## src/rtl/conv_operand_sequencer_if.sv

```systemverilog
// Element and result streams between the convolution operand sequencer and its
// source/sink. The slave side is the sequencer, the master side is the traffic source.
interface conv_operand_sequencer_if;
    logic       in_valid;
    logic       in_ready;
    logic [7:0] in_data;
    logic       in_is_kernel;
    logic       res_valid;
    logic       res_ready;
    logic [7:0] res_data;
    logic       res_overflow;

    modport slave (
        input  in_valid, in_data, in_is_kernel, res_ready,
        output in_ready, res_valid, res_data, res_overflow
    );

    modport master (
        output in_valid, in_data, in_is_kernel, res_ready,
        input  in_ready, res_valid, res_data, res_overflow
    );
endinterface

```

## src/rtl/conv_operand_sequencer.sv

```systemverilog
// Packs byte-serial kernel/image elements into the 5x5 convolution ALU operand
// buses, waits for the ALU, and returns its clamped result over a valid/ready channel.
module conv_operand_sequencer #(
    parameter int ALU_LATENCY = 1,
    parameter int CNT_W       = 16
) (
    input  logic                      clk,
    input  logic                      rst_n,
    conv_operand_sequencer_if.slave   bus,
    input  logic                      kernel_clear,
    output logic [199:0]              a_flat,
    output logic [199:0]              b_flat,
    input  logic [7:0]                alu_result,
    input  logic                      alu_overflow,
    output logic                      busy,
    output logic [CNT_W-1:0]          window_count
);

    typedef enum logic [1:0] {
        LOAD,
        COMPUTE,
        RESULT
    } state_t;

    localparam logic [4:0] LAST_IDX  = 5'd24;
    localparam logic [3:0] WAIT_LAST = 4'(ALU_LATENCY - 1);

    state_t     state;
    logic [4:0] k_cnt;
    logic [4:0] i_cnt;
    logic       kernel_full;
    logic       img_full;
    logic [3:0] wait_cnt;

    logic       kernel_beat;
    logic       image_beat;
    logic       kernel_full_nxt;
    logic       img_full_nxt;

    // A clear pulse blocks a simultaneous kernel beat so that beat is never half-accepted.
    assign bus.in_ready = (state == LOAD)
                        & ~(~bus.in_is_kernel & img_full)
                        & ~(bus.in_is_kernel & kernel_clear);

    always_comb begin
        kernel_beat     = bus.in_valid & bus.in_ready & bus.in_is_kernel;
        image_beat      = bus.in_valid & bus.in_ready & ~bus.in_is_kernel;
        kernel_full_nxt = kernel_full;
        if (kernel_clear)
            kernel_full_nxt = 1'b0;
        else if (kernel_beat)
            kernel_full_nxt = ~kernel_full & (k_cnt == LAST_IDX);
        img_full_nxt    = img_full | (image_beat & (i_cnt == LAST_IDX));
    end

    always_ff @(posedge clk or negedge rst_n) begin
        if (!rst_n) begin
            state            <= LOAD;
            k_cnt            <= '0;
            i_cnt            <= '0;
            kernel_full      <= 1'b0;
            img_full         <= 1'b0;
            wait_cnt         <= '0;
            a_flat           <= '0;
            b_flat           <= '0;
            bus.res_valid    <= 1'b0;
            bus.res_data     <= '0;
            bus.res_overflow <= 1'b0;
            busy             <= 1'b0;
            window_count     <= '0;
        end else begin
            case (state)
                LOAD: begin
                    if (kernel_clear) begin
                        kernel_full <= 1'b0;
                        k_cnt       <= '0;
                    end else if (kernel_beat) begin
                        a_flat[{k_cnt, 3'b000} +: 8] <= bus.in_data;
                        // A beat arriving on a full kernel restarts it at index 0.
                        if (kernel_full) begin
                            kernel_full <= 1'b0;
                            k_cnt       <= 5'd1;
                        end else if (k_cnt == LAST_IDX) begin
                            kernel_full <= 1'b1;
                            k_cnt       <= '0;
                        end else begin
                            k_cnt <= k_cnt + 5'd1;
                        end
                    end
                    if (image_beat) begin
                        b_flat[{i_cnt, 3'b000} +: 8] <= bus.in_data;
                        if (i_cnt == LAST_IDX) begin
                            img_full <= 1'b1;
                            i_cnt    <= '0;
                        end else begin
                            i_cnt <= i_cnt + 5'd1;
                        end
                    end
                    if (kernel_full_nxt && img_full_nxt) begin
                        state    <= COMPUTE;
                        busy     <= 1'b1;
                        wait_cnt <= '0;
                    end
                end
                COMPUTE: begin
                    if (wait_cnt == WAIT_LAST) begin
                        bus.res_data     <= alu_result;
                        bus.res_overflow <= alu_overflow;
                        bus.res_valid    <= 1'b1;
                        img_full         <= 1'b0;
                        state            <= RESULT;
                    end else begin
                        wait_cnt <= wait_cnt + 4'd1;
                    end
                end
                RESULT: begin
                    if (bus.res_ready) begin
                        bus.res_valid <= 1'b0;
                        window_count  <= window_count + 1'b1;
                        busy          <= 1'b0;
                        state         <= LOAD;
                    end
                end
                default: begin
                    state <= LOAD;
                    busy  <= 1'b0;
                end
            endcase
        end
    end

endmodule

```

## src/flat_wrapper.sv

```systemverilog
// flat-port wrapper written by rule: the top's interface ports become plain ports
module conv_operand_sequencer_flat 
#(
    parameter int ALU_LATENCY = 1,
    parameter int CNT_W       = 16
)
  (clk, rst_n, kernel_clear, a_flat, b_flat, alu_result, alu_overflow, busy, window_count, bus_in_valid, bus_in_data, bus_in_is_kernel, bus_res_ready, bus_in_ready, bus_res_valid, bus_res_data, bus_res_overflow);
  conv_operand_sequencer_if bus_i ();
  input  logic clk;
  input  logic rst_n;
  input  logic kernel_clear;
  output logic [199:0] a_flat;
  output logic [199:0] b_flat;
  input  logic [7:0] alu_result;
  input  logic alu_overflow;
  output logic busy;
  output logic [CNT_W-1:0] window_count;
  input wire logic [$bits(bus_i.in_valid)-1:0] bus_in_valid;
  input wire logic [$bits(bus_i.in_data)-1:0] bus_in_data;
  input wire logic [$bits(bus_i.in_is_kernel)-1:0] bus_in_is_kernel;
  input wire logic [$bits(bus_i.res_ready)-1:0] bus_res_ready;
  output wire logic [$bits(bus_i.in_ready)-1:0] bus_in_ready;
  output wire logic [$bits(bus_i.res_valid)-1:0] bus_res_valid;
  output wire logic [$bits(bus_i.res_data)-1:0] bus_res_data;
  output wire logic [$bits(bus_i.res_overflow)-1:0] bus_res_overflow;
  assign bus_i.in_valid = bus_in_valid;
  assign bus_i.in_data = bus_in_data;
  assign bus_i.in_is_kernel = bus_in_is_kernel;
  assign bus_i.res_ready = bus_res_ready;
  assign bus_in_ready = bus_i.in_ready;
  assign bus_res_valid = bus_i.res_valid;
  assign bus_res_data = bus_i.res_data;
  assign bus_res_overflow = bus_i.res_overflow;
  conv_operand_sequencer #(.ALU_LATENCY(ALU_LATENCY), .CNT_W(CNT_W)) u_core (.clk(clk), .rst_n(rst_n), .bus(bus_i), .kernel_clear(kernel_clear), .a_flat(a_flat), .b_flat(b_flat), .alu_result(alu_result), .alu_overflow(alu_overflow), .busy(busy), .window_count(window_count));
endmodule
```

## config.mk

```make
export PLATFORM = sky130hd
export DESIGN_NAME = conv_operand_sequencer_flat
export DESIGN_NICKNAME = d
export VERILOG_FILES = /design/src/rtl/conv_operand_sequencer_if.sv /design/src/rtl/conv_operand_sequencer.sv /design/src/flat_wrapper.sv
export SDC_FILE = /design/constraint.sdc
export NUM_CORES = 1
export LEC_CHECK = 0
export ABC_AREA = 0
export ABC_CLOCK_PERIOD_IN_PS = 7250
export CAP_MARGIN = 30
export CORE_ASPECT_RATIO = 1.4
export CORE_UTILIZATION = 45
export DETAILED_ROUTE_END_ITERATION = 8
export PLACE_DENSITY = 0.71
export SETUP_SLACK_MARGIN = 0.02
export SYNTH_ARGS = -nofsm -noshare
export SYNTH_HDL_FRONTEND = slang
export SYNTH_SLANG_ARGS = --single-unit
export TNS_END_PERCENT = 20
```

## constraint.sdc

```tcl
create_clock -name clk -period 7.25 [get_ports clk]
set_input_delay 1.0875 -clock clk [delete_from_list [all_inputs] [get_ports clk]]
set_output_delay 1.0875 -clock clk [all_outputs]
set_load 0.05 [all_outputs]
```

; Word level (Yosys, flattened, before mapping)
; Index checks and enable logic that the tools add are counted.
; Widths: inputs -> output; s select.
[totals]
reg_bits = 445
inputBits = 23
out_inout_bits = 428
[op_classes]
addsub = 6
eq_ne = 10
shift = 4
muxes = 29
n_bitwise = 16
n_reduce_logical = 16
[ops]
columns = op, count
row1 = $bwmux 200, 2
row2 = $shift 8x10->200 const A, 2
row3 = $shiftx 8x10->200, 2
row4 = $mux 5, 5
row5 = $neg 8->10, 2
row6 = $add 16x1->16 const B, 1
row7 = $reduce_and 3->1, 5
row8 = $mux 1, 12
row9 = $add 5x1->5 const B, 2
row10 = $eq 5x5->1 const B, 2
row11 = $and 1x1->1, 9
row12 = $mux 4, 2
row13 = $ne 2x2->1 const B, 4
row14 = $pmux 4 s2, 1
row15 = $reduce_and 2->1, 4
row16 = $mux 2, 3
row17 = $not 1->1, 6
row18 = $pmux 2 s3, 1
row19 = $reduce_bool 2->1, 3
row20 = $add 4x1->4 const B, 1
row21 = $logic_not 4->1, 1
row22 = $ne 2x1->1 const B, 2
row23 = $pmux 1 s2, 2
row24 = $reduce_and 4->1, 1
row25 = other kinds (6), 6

; Logic depth before layout (Yosys ltp)
; Gate-level depths: netlist of the first run.
[logic_depth]
ltp_word = 12
mapped_depth = 11
mapped_depth_nobuf = 7

; Worst setup path after synthesis of the first run
; No wires, ideal clock.
[synth_path]
path_type = input port to output port
from = input bus_in_is_kernel
to = output bus_in_ready
arrival_ps = 2291
setup_slack_ps = 3872
stages = 1
path_cell_list = a211oi_1
[synth_via]
elab_chain_cells = 5
[synth_lines]
columns = item, line
row1 = start: declaration, flat_wrapper.sv:20  ; input wire logic [$bits(bus_i.in_is_kernel)-1:0] bus_in_is_kernel;
row2 = $not 1->1, conv_operand_sequencer.sv:42  ; & ~(~bus.in_is_kernel & img_full)
row3 = $and 1x1->1, conv_operand_sequencer.sv:42
row4 = $not 1->1, conv_operand_sequencer.sv:42
row5 = $and 1x1->1, conv_operand_sequencer.sv:42
row6 = $and 1x1->1 *, conv_operand_sequencer.sv:43  ; & ~(bus.in_is_kernel & kernel_clear);
row7 = end: declaration, flat_wrapper.sv:22  ; output wire logic [$bits(bus_i.in_ready)-1:0] bus_in_ready;
; Mark *: on every way between the ends. The rest lies on a longest branch, timed or not.

; Worst setup path in the final report of the first run
; Ends and elaborated chain as after synthesis.

==> flow_metrics.tcl, run 1 <==
set metrics [dict create \
    status "complete, no violations" \
    dpl_cell_area_sq_um 23700 \
    syn-cell-area_sq_um 18700 \
    routedWlPerCell_microns 22.5 \
    viasPerCell 5.36 \
    clock.fmax_mhz 256 \
    io_pins 451 \
    r2r_start "u_core.k_cnt[0]" \
    ir_drop_mv 0.202 \
    startpoint "bus_in_is_kernel" \
    switchingPower_mw 1.91 \
    gp_congestion 0.849 \
    synthArstFlopShare 1.00 \
    r2r_cells 7 \
    crit_chain "clkdlybuf4s50_1 -> nor2b_1 -> a211oi_1 -> clkdlybuf4s50_1" \
    max_stage_delay_ns 0.91 \
    grt_max_degree 173 \
    min_path_type "register to register" \
    p_comb_frac 0.192 \
    synthTopCellsByArea "dfrtp_1 60%, mux2_2 23%, nor2_1 2.6%" \
    fin_util 0.621 \
    synth_top_area_cell "dfrtp_1" \
    io_buffer_count 450 \
    drcViolationCount 0 \
    wirelength_microns 54600 \
    power.density_nw_per_um2 247 \
    clock_latency_ns 0.55 \
    min_to "u_core.window_count[15]" \
    antenna_found_initial 2 \
    numClockSinks 445 \
    yosys_warnings 0 \
    synth_edf_count 0 \
    grt_usage 0.261 \
    fin_crit_ns 3.91 \
    fin_crit_sh 0.539 \
    nFillCells 3198 \
    die_y_microns 243 \
    synth-seq-area-share 0.597 \
    critPathKind "input pin to output port" \
    finClkSkew_ns 0.0176 \
    antenna_left 0 \
    setup_violations 0 \
    crit_slowest_cell "clkdlybuf4s50_1" \
    end_kind "output port" \
    power_leakage_nw 11.8 \
    vias 13000 \
    postCtsSetupRepairBufs 0 \
    dieArea_sq_um 42300 \
    stdcell_area_sq_um 25200 \
    arrival_ns 2.82 \
    grt_overflow 0 \
    maxSlewViolCount 0 \
    clockBufferDepth 3 \
    holdWs_ns 0.470 \
    tns_ns 0 \
    hpwl_microns 39000 \
    clkPwrFrac 0.378 \
    p_int_mw 4.32 \
    rows 87 \
    synth.avg_cell_area_sq_um 13.2 \
    path_clk_slew_ns 0.06 \
    p_seq_frac 0.430 \
    yosysMostFrequentCell "dfrtp_1" \
    p_sw_frac 0.307 \
    synthCells 1417 \
    cts-resized-gates 0 \
    cp-start-kind "input pin" \
    synth-main-ff-cell "dfrtp_1" \
    maxSlewHeadroom 0.291 \
    numCtsBuffers 45 \
    hold_depth 1 \
    max_cap_violations 0 \
    critPathMaxFanout 5 \
    ys_types 59 \
    hp-start "u_core.window_count[15]" \
    cts_hold_buf 0 \
    drive_gt1_frac 0.259 \
    nets 1896 \
    worstMarginPinSlew_ns 1.06 \
    final_hold_viol_count 0 \
    stdcell_count 2431 \
    core_sq_um 40600 \
    rsz0062_at_grt "no" \
    ff2ff_setup_slack_ns 3.63 \
    synth_seq_cells 445 \
    grt_first_pass_wirelength_microns 84400 \
    drtIter0Drc 745 \
    required_ns 6.16 \
    rr_endpoint "u_core.a_flat[39]" \
    synthTopCellsByCount "445 x dfrtp_1, 378 x mux2_2, 129 x nor2_1" \
    synth_nets 1453 \
    chipWidth_microns 174 \
    yosys.area.top_type_share 0.597 \
    dp_cells 2347 \
    root_buffer "clkbuf_16" \
    critical_path.most_common_cell "clkdlybuf4s50_1" \
    initial_core_util 0.460 \
    firstDrtPassIters 4 \
    htreeDepth 2 \
    grt_pass1_vias 13700 \
    synthToLayoutAreaGrowth_pct 35.1 \
    tritoncts "built" \
]
==> placed cells by master, fill, tap and decap left out, types with 18 or more instances in the layout <==
cell / instances
nor2_1: 127
and2_1: 42
inv_1: 23
clkdlybuf4s50_1: 446
o21ai_0: 27
nand2_1: 77
dfrtp_1: 445
nor2b_1: 18
and3_1: 19
clkbuf_16: 47
mux2_2: 378
==> sequential cells by signal (all words and copies together), names as in the netlist <==
name                     count
u_core.a_flat              200
u_core.b_flat              200
u_core.window_count         16
u_core.bus.res_data          8
u_core.i_cnt                 5
u_core.k_cnt                 5
u_core.wait_cnt              4
u_core.state                 2
u_core.bus.res_overflow      1
u_core.bus.res_valid         1
u_core.busy                  1
u_core.img_full              1
u_core.kernel_full           1
==> stage by stage <==
| stage | total power [mW] | setup WS (ns) |
|---|---|---|
| floorplan | 3.46 | 3.87 |
| global placement | 3.89 | 3.32 |
| detailed placement | 3.92 | 3.27 |
| CTS | 6.28 | 3.33 |
| global route | 6.47 | 3.30 |
| finish | 6.23 | 3.34 |
==> area by class of cell <==
cell class | instances | area [sq um] | area share
Antenna cell | 1 | 2.50 | 0.0000992
Clock buffer | 71 | 1420 | 0.0561
Clock inverter | 12 | 100 | 0.00397
Inverter | 23 | 86.3 | 0.00342
Multi-Input combinational cell | 882 | 7200 | 0.285
Sequential cell | 445 | 11100 | 0.441
Tap cell | 534 | 668 | 0.0265
Timing Repair Buffer | 463 | 4620 | 0.183
==> worst max path at each step <==
| stage | end | slack (ns) | depth (start not counted) |
|---|---|---|---|
| finish | bus_in_ready | 3.34 | 4 |
| global route | bus_in_ready | 3.30 | 4 |
| CTS | bus_in_ready | 3.33 | 4 |
| detailed placement | u_core.b_flat[172] | 3.27 | 6 |
| global placement | u_core.a_flat[173] | 3.32 | 6 |
| floorplan | bus_in_ready | 3.87 | 1 |
==> routing by layer <==
| layer | vias up | share of wire | track usage |
|---|---|---|---|
| li1 | 5826 | - | - |
| met4 | 0 | 0.029 | 0.0828 |
| met5 | - | 0 | 0 |
| met2 | 414 | 0.53 | 0.480 |
| met3 | 78 | 0.056 | 0.0515 |
| met1 | 6702 | 0.38 | 0.303 |
==> kinds of logic (layout without fill, tap and decap cells) <==
| logic type | after synthesis | in the layout | synth area share |
|---|---|---|---|
| flops | 445 | 445 | 0.597 |
| other cells | 0 | 1 | 0 |
| buf+inv | 90 | 569 | 0.0188 |
| simple gates | 375 | 375 | 0.0988 |
| xor+xnor | 20 | 20 | 0.00938 |
| mux | 400 | 400 | 0.240 |
| compound gates | 74 | 74 | 0.0273 |
| fa+ha+maj | 13 | 13 | 0.00871 |
==> worst max-delay path, delay by kind of cell <==
family | cells | cell delay (ns)
AND/OR/NAND/NOR | 1 | 0.07
AO/OA/AOI/OAI | 1 | 0.19
buffers and inverters | 2 | 1.46
==> power groups by stage <==
stage | sequential [mW] | combinational (mW) | clock (mW)
finish | 2.67 | 1.20 | 2.35
global route | 2.69 | 1.29 | 2.49
CTS | 2.67 | 1.21 | 2.40
detailed placement | 2.72 | 1.20 | 0
global placement | 2.71 | 1.18 | 0
floorplan | 2.90 | 0.560 | 0
No activity file was read; power rests on OpenSTA's default activity.
==> inputs of run 2 (changes only) <==
ABC_CLOCK_PERIOD_IN_PS = 3300   (was 7250)
PLACE_DENSITY = 0.74   (was 0.71)
clock period = 3.3 ns   (was 7.25 ns; I/O delays follow)
==> run 2 against run 1 <==
Net effect:
- cell count is 1.8% higher
- final area is 1.1% higher
- worst setup slack worse by 2.9 ns
- combinational power is 130% higher
- sequential power is 120% higher
- critical endpoint is now u_core.a_flat[89]
- sequential cell count stayed put
- hold slack better by 0.0080 ns
==> flow_metrics.tcl, run 2 (synthesis results as in run 1) <==
set metrics [dict create \
    status "complete, no violations" \
    end_kind "register" \
    drive_gt1_frac 0.277 \
    max_stage_delay_ns 0.60 \
    viasPerCell 5.38 \
    synthToLayoutAreaGrowth_pct 36.7 \
    finClkSkew_ns 0.0151 \
    antenna_left 0 \
    cp_top_family "simple AND/OR/NAND/NOR gates" \
    crit_chain "or4_1 -> o22ai_2 -> and2_1 -> and3_1 -> mux2_2" \
    rows 87 \
    vias 13300 \
    worstMarginPinSlew_ns 1.03 \
    dieArea_sq_um 42300 \
    fin_crit_ns 2.90 \
    firstDrtPassIters 5 \
    ff_latch_area_sq_um 11100 \
    cts_hold_buf 1 \
    chipWidth_microns 174 \
    ir_drop_mv 0.429 \
    cp-start-kind "register" \
    clockBufferDepth 3 \
    critPathKind "register to register" \
    numCtsBuffers 44 \
    wirelength_microns 55100 \
    grt_usage 0.263 \
    dp_worst_setup_slack_ns 0.289 \
    drcViolationCount 0 \
    postCtsSetupRepairBufs 0 \
    root_buffer "clkbuf_16" \
    arrival_ns 3.32 \
    hp-start "u_core.window_count[15]" \
    die_y_microns 243 \
    gp_congestion 0.848 \
    grt_overflow 0 \
    maxSlewHeadroom 0.308 \
    clock.fmax_mhz 345 \
    min_path_type "register to register" \
    initial_core_util 0.460 \
    final_hold_viol_count 0 \
    path_clk_slew_ns 0.06 \
    tritoncts "built" \
    hpwl_microns 40500 \
    grt_first_pass_wirelength_microns 85400 \
    grt_max_degree 94 \
    r2r_start "u_core.k_cnt[2]" \
    ff2ff_setup_slack_ns 0.40 \
    setup_violations 0 \
    antenna_found_initial 0 \
    rsz0062_at_grt "no" \
    numClockSinks 445 \
    drtIter0Drc 734 \
    power.density_nw_per_um2 529 \
    htreeDepth 2 \
    critPathMaxFanout 18 \
    maxSlewViolCount 0 \
    power_leakage_nw 12.0 \
    cts-resized-gates 0 \
    tns_ns 0 \
    clock_latency_ns 0.54 \
    multi_input_area_sq_um 7200 \
    antenna-diode-count 0 \
    max_cap_violations 0 \
    routedWlPerCell_microns 22.3 \
    startpoint "u_core.k_cnt[2]" \
    io_pins 451 \
    core_sq_um 40600 \
    crit_slowest_cell "or4_1" \
    grt_pass1_vias 14300 \
    reg_top3 "u_core.a_flat (200), u_core.b_flat (200), u_core.window_count (16)" \
    fin_crit_sh 0.878 \
    required_ns 3.72 \
    io_buffer_count 450 \
    final_cell_mix "445 x dfrtp_1, 444 x clkdlybuf4s50_1, 378 x mux2_2, 127 x nor2_1, 77 x nand2_1" \
    nFillCells 3185 \
    path_buf_inv 0 \
    layout_commonest_cell "dfrtp_1" \
    setup_slack_ns 0.401 \
    nets 1949 \
]
## run 2: changes by cell type in the layout (fill, tap and decap cells not counted)
cell and delta:
buf_12 +1, buf_2 +1, buf_4 +53, bufinv_16 +1
clkbuf_1 -2, clkbuf_16 -3, clkbuf_8 -5, clkdlybuf4s50_1 -2
clkinv_4 -1, clkinv_8 +1, diode_2 -1, dlygate4sd3_1 +1
inv_6 -1
## run 2: final timing paths
kind | end | depth (start not counted)
setup / recovery | u_core.a_flat[89] | 5
hold / removal | u_core.window_count[15] | 1
setup reg to reg | u_core.a_flat[89] | 5
hold reg to reg | u_core.window_count[15] | 1
max in group asynchronous | u_core.a_flat[143] | 3
min in group asynchronous | u_core.b_flat[66] | 2
## run 2: final cells by class
| cell class | count | area share |
|---|---|---|
| Sequential cell | 445 | 0.436 |
| Inverter | 23 | 0.00338 |
| Clock buffer | 61 | 0.0496 |
| Multi-Input combinational cell | 882 | 0.282 |
| Tap cell | 534 | 0.0262 |
| Clock inverter | 12 | 0.00505 |
| Timing Repair Buffer | 517 | 0.197 |
## run 2: metal layers
layer  global-route usage  vias up  wire length (microns)
li1                     -     5907                      -
met1                0.292     6810                  20400
met2                0.480      471                  29000
met3               0.0570      125                   3380
met4                0.113        0                   2330
met5                    0        -                      0
## run 2: metrics by stage
step           hold slack [ns]  cell area, sq um  instances   util  power, mW
6_report                 0.477             25500       2474  0.628       13.5
4_1_cts                  0.481             25500       2474  0.628       13.6
3_5_place_dp             0.472             24100       2400  0.594       8.70
3_3_place_gp             0.462             24100       2399  0.594       8.63
2_1_floorplan            0.199             18700       1417      -       7.60
5_1_grt                  0.498             25500       2474  0.628       14.0
## run 2: where the power goes
part	leakage, nW	internal (mW)	total, mW	switching, mW
Sequential	6.10	5.65	5.84	0.183
Combinational	5.24	0.876	2.78	1.90
Clock	0.694	2.82	4.89	2.06
